==> config.mk <==
export PLATFORM = sky130hd
export DESIGN_NAME = lif_scheduler
export DESIGN_NICKNAME = d
export VERILOG_FILES = /design/src/rtl/lif_scheduler.sv
export SDC_FILE = /design/constraint.sdc
export NUM_CORES = 1
export LEC_CHECK = 0
export ABC_AREA = 1
export BUFFER_PORTS_ARGS = -buffer_cell sky130_fd_sc_hd__buf_4
export CORE_ASPECT_RATIO = 2
export CORE_MARGIN = 2
export CORE_UTILIZATION = 50
export CTS_CLUSTER_SIZE = 12
export DETAILED_ROUTE_END_ITERATION = 6
export PLACE_DENSITY = 0.75
export SYNTH_ARGS = -nofsm -noshare
export SYNTH_HDL_FRONTEND = slang
export SYNTH_SLANG_ARGS = --single-unit
==> constraint.sdc <==
create_clock -name clk -period 8.94 [get_ports clk]
set_input_delay 2.682 -clock clk [delete_from_list [all_inputs] [get_ports clk]]
set_output_delay 2.682 -clock clk [all_outputs]
set_load 0.005 [all_outputs]
==> src/rtl/lif_scheduler.sv <==
// Time-multiplexed leaky integrate-and-fire scheduler.
// One neuron slot is updated per enabled cycle in a round-robin sweep. Current
// injections accumulate per slot and are folded into the membrane at that
// slot's next update. Each slot has a writable firing threshold.
// Optional feature: define LIF_REFRACTORY_EN to hold a slot silent for REFRAC
// updates after it fires.
module lif_scheduler #(
  parameter int unsigned NSLOT      = 8,
  parameter int unsigned LEAK_SHIFT = 1,
  parameter int unsigned REFRAC     = 2,
  parameter logic [7:0]  THRESH_RST = 8'h7F
) (
  input  logic       clk,
  input  logic       rst_n,
  input  logic       en,
  input  logic       in_valid,
  input  logic [2:0] in_idx,
  input  logic [7:0] in_current,
  output logic       in_ready,
  input  logic       cfg_we,
  input  logic [2:0] cfg_idx,
  input  logic [7:0] cfg_thresh,
  output logic [2:0] slot,
  output logic [7:0] spike,
  output logic [7:0] state,
  output logic       sweep_done
);

  localparam logic [2:0] LastSlot = 3'(NSLOT - 1);

  logic [2:0] slot_q, slot_d;
  logic [7:0] spike_q, spike_d;
  logic [7:0] state_q, state_d;
  logic       done_q, done_d;

  logic [7:0] v_q   [NSLOT];
  logic [7:0] v_d   [NSLOT];
  logic [7:0] acc_q [NSLOT];
  logic [7:0] acc_d [NSLOT];
  logic [7:0] th_q  [NSLOT];
  logic [7:0] th_d  [NSLOT];

  logic [7:0] v_cur, acc_cur, th_cur, leaked, vn, v_new;
  logic [8:0] sum;
  logic       fire;
  logic       inj_ok;

`ifdef LIF_REFRACTORY_EN
  localparam int unsigned RcW = (REFRAC < 2) ? 1 : $clog2(REFRAC + 1);
  logic [RcW-1:0] rc_q [NSLOT];
  logic [RcW-1:0] rc_d [NSLOT];
  logic [RcW-1:0] rc_cur;
  logic           refr;
`else
  logic unused_refrac;
  assign unused_refrac = |REFRAC;
`endif

  function automatic logic [7:0] sat_add8(input logic [7:0] a, input logic [7:0] b);
    logic [8:0] s;
    s = {1'b0, a} + {1'b0, b};
    return s[8] ? 8'hFF : s[7:0];
  endfunction

  // The slot under update refuses injections so its accumulator is never both read and added to.
  assign in_ready = !rst_n || !(en && (in_idx == slot_q));
  assign inj_ok   = in_valid && in_ready;

  // Select the current slot's state and compute its post-update membrane value.
  always_comb begin
    v_cur   = '0;
    acc_cur = '0;
    th_cur  = '0;
`ifdef LIF_REFRACTORY_EN
    rc_cur  = '0;
`endif
    for (int i = 0; i < NSLOT; i++) begin
      if (slot_q == 3'(i)) begin
        v_cur   = v_q[i];
        acc_cur = acc_q[i];
        th_cur  = th_q[i];
`ifdef LIF_REFRACTORY_EN
        rc_cur  = rc_q[i];
`endif
      end
    end
    leaked = v_cur - (v_cur >> LEAK_SHIFT);
    sum    = {1'b0, leaked} + {1'b0, acc_cur};
    vn     = sum[8] ? 8'hFF : sum[7:0];
`ifdef LIF_REFRACTORY_EN
    refr   = (rc_cur != '0);
    fire   = !refr && (vn >= th_cur);
    v_new  = (refr || fire) ? 8'h00 : vn;
`else
    fire   = (vn >= th_cur);
    v_new  = fire ? 8'h00 : vn;
`endif
  end

  // Per-slot next state: update of the current slot, injections and threshold writes.
  always_comb begin
    for (int i = 0; i < NSLOT; i++) begin
      v_d[i]   = v_q[i];
      acc_d[i] = acc_q[i];
      th_d[i]  = th_q[i];
`ifdef LIF_REFRACTORY_EN
      rc_d[i]  = rc_q[i];
`endif
      if (en && (slot_q == 3'(i))) begin
        v_d[i]   = v_new;
        acc_d[i] = '0;
`ifdef LIF_REFRACTORY_EN
        if (refr) begin
          rc_d[i] = rc_q[i] - 1'b1;
        end else if (fire) begin
          rc_d[i] = RcW'(REFRAC);
        end
`endif
      end else if (inj_ok && (in_idx == 3'(i))) begin
        acc_d[i] = sat_add8(acc_q[i], in_current);
      end
      // th_q feeds this cycle's update, so a same-cycle write only affects later updates.
      if (cfg_we && (cfg_idx == 3'(i))) begin
        th_d[i] = cfg_thresh;
      end
    end
  end

  // Sweep pointer and registered outputs.
  always_comb begin
    slot_d  = slot_q;
    spike_d = '0;
    state_d = state_q;
    done_d  = 1'b0;
    if (en) begin
      slot_d  = (slot_q == LastSlot) ? 3'd0 : slot_q + 3'd1;
      state_d = v_new;
      done_d  = (slot_q == LastSlot);
      if (fire) begin
        spike_d = 8'b1 << slot_q;
      end
    end
  end

  // State registers with asynchronous clear.
  always_ff @(posedge clk or negedge rst_n) begin
    if (!rst_n) begin
      slot_q  <= '0;
      spike_q <= '0;
      state_q <= '0;
      done_q  <= 1'b0;
      for (int i = 0; i < NSLOT; i++) begin
        v_q[i]   <= '0;
        acc_q[i] <= '0;
        th_q[i]  <= THRESH_RST;
`ifdef LIF_REFRACTORY_EN
        rc_q[i]  <= '0;
`endif
      end
    end else begin
      slot_q  <= slot_d;
      spike_q <= spike_d;
      state_q <= state_d;
      done_q  <= done_d;
      for (int i = 0; i < NSLOT; i++) begin
        v_q[i]   <= v_d[i];
        acc_q[i] <= acc_d[i];
        th_q[i]  <= th_d[i];
`ifdef LIF_REFRACTORY_EN
        rc_q[i]  <= rc_d[i];
`endif
      end
    end
  end

  assign slot       = slot_q;
  assign spike      = spike_q;
  assign state      = state_q;
  assign sweep_done = done_q;

endmodule

# == Word level (Yosys, flattened, before mapping) ==
# Cells that the tools add are included.
# totals
output_inout_bits,21
in_bits,27
ff_bits,212
elab_cells,157
# op_classes
addsub,11
n_reduce_logical,40
order_cmp,1
n_eq_ne,22
shifts,1
n_mux,54
# ops
op,count
2-to-1 mux 8 bit,52
adder 8 x 8 -> 9 bit,9
== test 3 bit (second input constant),12
logical AND 1 bit,26
== test 3 x 2 -> 1 bit (second input constant),6
nonzero test 2 bit,8
== test 3 x 1 -> 1 bit (second input constant),3
zero test 3 bit,3
>= comparator 8 bit,1
<< shifter 1 x 3 -> 8 bit (first input constant),1
subtractor 8 x 7 -> 8 bit,1
adder 3 x 1 -> 3 bit (second input constant),1
== test 3 bit,1
2-to-1 mux 3 bit,1
zero test 1 bit,2
logical OR 1 bit,1
2-to-1 mux 1 bit,1

# == Longest topological paths before layout ==
# logic_depth
depth_word,15
ltp_mapped,38
mapped_depth_nobuf,36

# == Worst setup path after synthesis ==
# Ideal clock, no wire load.
# synth_timing
kind,input to output
start,input port en
end,output port in_ready
setup_slack_ns,2.993
stages,5
required_time_ns,6.258
arrival_ns,3.265
n_path_buf,2
path_cell_list,buf_2 -> o211ai_1 -> a21oi_1 -> nand2_1 -> buf_6
# synth_via
elab_chain_len,3
# synth_rtl
item,line_no,source
from (decl),15,"input logic en,"
logical AND 1 bit,66,assign in_ready = !rst_n || !(en && (in_idx == slot_q));
zero test 1 bit,66,
logical OR 1 bit,66,
to (decl),19,"output logic in_ready,"
# Every way passes these cells.

# == Final worst setup path ==
# layout_timing
start,"register slot_q[2], in the netlist slot[2]"
end,register v_q[58] (netlist bit)
# layout_via
elab_chain_len,14
word_cells_on_any_way,38
classes_between,add/sub (2); order compare (1); eq/ne (7); mux (26); reduce/logical (2)
# layout_rtl
item,line_no,source
from (decl),31,"logic [2:0] slot_q, slot_d;"
from (signal assigned),161,slot_q <= slot_d;
zero test 3 bit,"78, 109",
2-to-1 mux 8 bit (8 in series),78,if (slot_q == 3'(i)) begin
subtractor 8 x 7 -> 8 bit,87,leaked = v_cur - (v_cur >> LEAK_SHIFT);
adder 8 x 8 -> 9 bit,88,"sum = {1'b0, leaked} + {1'b0, acc_cur};"
2-to-1 mux 8 bit,89,vn = sum[8] ? 8'hFF : sum[7:0];
>= comparator 8 bit,95,fire = (vn >= th_cur);
2-to-1 mux 8 bit,96,v_new = fire ? 8'h00 : vn;
"to (signal, indexed assignment)",166,v_q[i] <= v_d[i];
to (decl),36,logic [7:0] v_q [NSLOT];
# Several ways; a longest one is shown, not always the timed one.
# A chain may end at the register's enable or synchronous reset.

==> impl_metrics.ini <==
[setup_path]
crit_arrival_ns = 7.54
crit_type = flop to flop
crit_start = slot[2]
reg2reg_from = slot[2]
r2r_slack_ns = 1.84
slowest_stage = dfrtp_1
endpoint_kind = flop
r2r_end = v_q[58]
cp-endpoint = v_q[58]
slowest_delay_ns = 0.60
cp_max_fo = 32
cp-start-kind = flop
cp.required_ns = 9.39
rr_worst_depth = 34

[global_route]
grt_start_max_net_pins = 66
antenna_found_initial = 0
grt_pass1_vias = 13300
grt-ovfl-total = 0
grt_pass1_wl_um = 66300
track_usage = 0.282

[clock_tree]
ctsLongestPathBuffers = 3
cts_root_buffer = clkbuf_16
cts_buffers = 21
tritoncts = done
hold_buffers = 0
clk_latency_ns = 0.52
cts_resized = 0
cts.sinks = 212
htreeDepth = 1
path_clk_slew_ns = 0.07
postCtsSetupBuffers = 0

[drt]
drt.antenna.violating_nets = 0
vias = 13400
drc = 0
drt_iter0_markers = 1127
drtPass1Iterations = 5
wirelength_um = 41500
viasPerCell = 5.64
wire_per_inst_um = 17.5

[min_path]
hold_path.class = flop to flop
min_from = state[0]

[logic_synthesis]
synth.most_common_cell = nand2_1
synth_edf_count = 0
synth_seq_area_share = 0.379
synthCells = 1981
syn_avg_cell_area_um2 = 7.16
ys_async_sr_fraction = 1.00
synth.ff_latch_count = 212
syn-cell-area_mm2 = 0.0142
yosysTopAreaCellShare = 0.275
yosys-top-cells-count = nand2_1 (730), nand3_1 (203), inv_1 (180)
yosysUniqueCellTypes = 47
synth_warnings = 0
synthTopCellsByArea = dfrtp_1 (28%), nand2_1 (19%), dfstp_2 (10%), ha_1 (8.2%), nand3_1 (7.2%)
synth_flop_cell = dfrtp_1
synth_top_area_cell = dfrtp_1
synth_fp_nets = 2111

[sta]
max_freq_mhz = 141
hold_ws_ns = 0.480
slew_violations = 0
tns_ns = 0
setup_viol = 0
min_period_ns = 7.10
rsz0062_at_grt = false
finalCritPeriodShare = 0.794
slew_headroom = 0.323
clock_skew_ns = 0.0198
worst_slew_pin_slew_ns = 1.01
hold_viol = 0

[placed_design]
io_buffers = 47
place_hpwl_um = 30500
dp_cells = 2339
routabilityCongestion = 0.947
post_dp_cell_area_mm2 = 0.0148

[die]
die-area_mm2 = 0.0298
initial_core_util = 0.505
rows = 87
die_h_um = 242
fp.dieW_um = 123
core_area_mm2 = 0.0281
io_pins = 48

[layout]
areaGrowthSynthToFinish_pct = 8.13
fin_area_mm2 = 0.0153
fill_cells = 2756
multiInputGateArea_mm2 = 0.00775
seqCellArea_mm2 = 0.00538
diodes = 0
drive_above_1_share = 0.0989
nets = 2136
fin_cells = 2369

[outcome]
status = complete, no violations

[flow_run]
maxCapViolCount = 0
==> sequential cells by signal, summed over array words and instances (netlist names) <==
signal,count
acc_q,64
slot,3
spike,8
state,8
sweep_done,1
th_q,64
v_q,64
==> layout make-up <==
cell class,count,area share
flip-flops and latches,212,0.350
repair buffers,58,0.0288
inverters,199,0.0490
clock buffers,30,0.0371
well taps,356,0.0290
multi-input cells,1514,0.506
==> kinds of logic after synthesis <==
family	synth area share
AO/OA/AOI/OAI	0.104
XOR/XNOR	0.0105
buffers and inverters	0.0744
flip-flops	0.379
adder cells (fa/ha/maj)	0.0962
AND/OR/NAND/NOR	0.336
==> routing by layer <==
layer / wire length (um) / GRT usage / vias up
met3: 1710 / 0.0242 / 175
li1: - / - / 6457
met2: 21500 / 0.507 / 441
met1: 14800 / 0.295 / 6295
met5: 0 / 0 / -
met4: 3550 / 0.210 / 0
==> critical path: cells and delay by family (launching register included) <==
kind                     cells  cell delay [ns]
AND/OR/NAND/NOR             14             1.87
buffers and inverters        9             2.04
flip-flops                   1             0.60
AO/OA/AOI/OAI                6             1.01
XOR/XNOR                     1             0.15
adder cells (fa/ha/maj)      4             1.32
==> worst min-delay path by stage <==
stage	end	slack, ns	cells past startpoint
after floorplan	v_q[50]	0.44	2
after global placement	v_q[49]	0.46	2
after detailed placement	v_q[49]	0.46	2
after CTS	v_q[49]	0.48	2
after global routing	v_q[52]	0.50	2
final	state[0]	0.48	2
==> layout by cell type (no fill, tap or decap), types with 4 or more instances in the layout <==
cell type	instances
a21boi_0	8
a21o_1	5
a21oi_1	80
a31oi_1	11
buf_4	57
clkbuf_1	8
clkbuf_16	21
clkinv_1	4
dfrtp_1	156
dfstp_2	56
fa_1	10
ha_1	93
inv_1	180
inv_2	14
nand2_1	730
nand2_2	12
nand3_1	203
nand3_2	8
nand3b_1	8
nand4_1	13
nor2_1	107
nor2_4	6
nor3_1	11
nor4_1	5
o211ai_1	18
o21ai_0	128
o21ai_1	6
or2_2	15
xnor2_1	14
==> per-stage QoR <==
| step | util | setup WS, ns |
|---|---|---|
| 2_1_floorplan | - | 2.99 |
| 3_3_place_gp | 0.526 | 2.17 |
| 3_5_place_dp | 0.526 | 1.98 |
| 4_1_cts | 0.546 | 1.94 |
| 5_1_grt | 0.546 | 1.24 |
| 6_report | 0.546 | 1.84 |
Power is left out: the tool's default activity adds up to more than one toggle a clock period on the data nets, which glitch-free logic cannot reach.
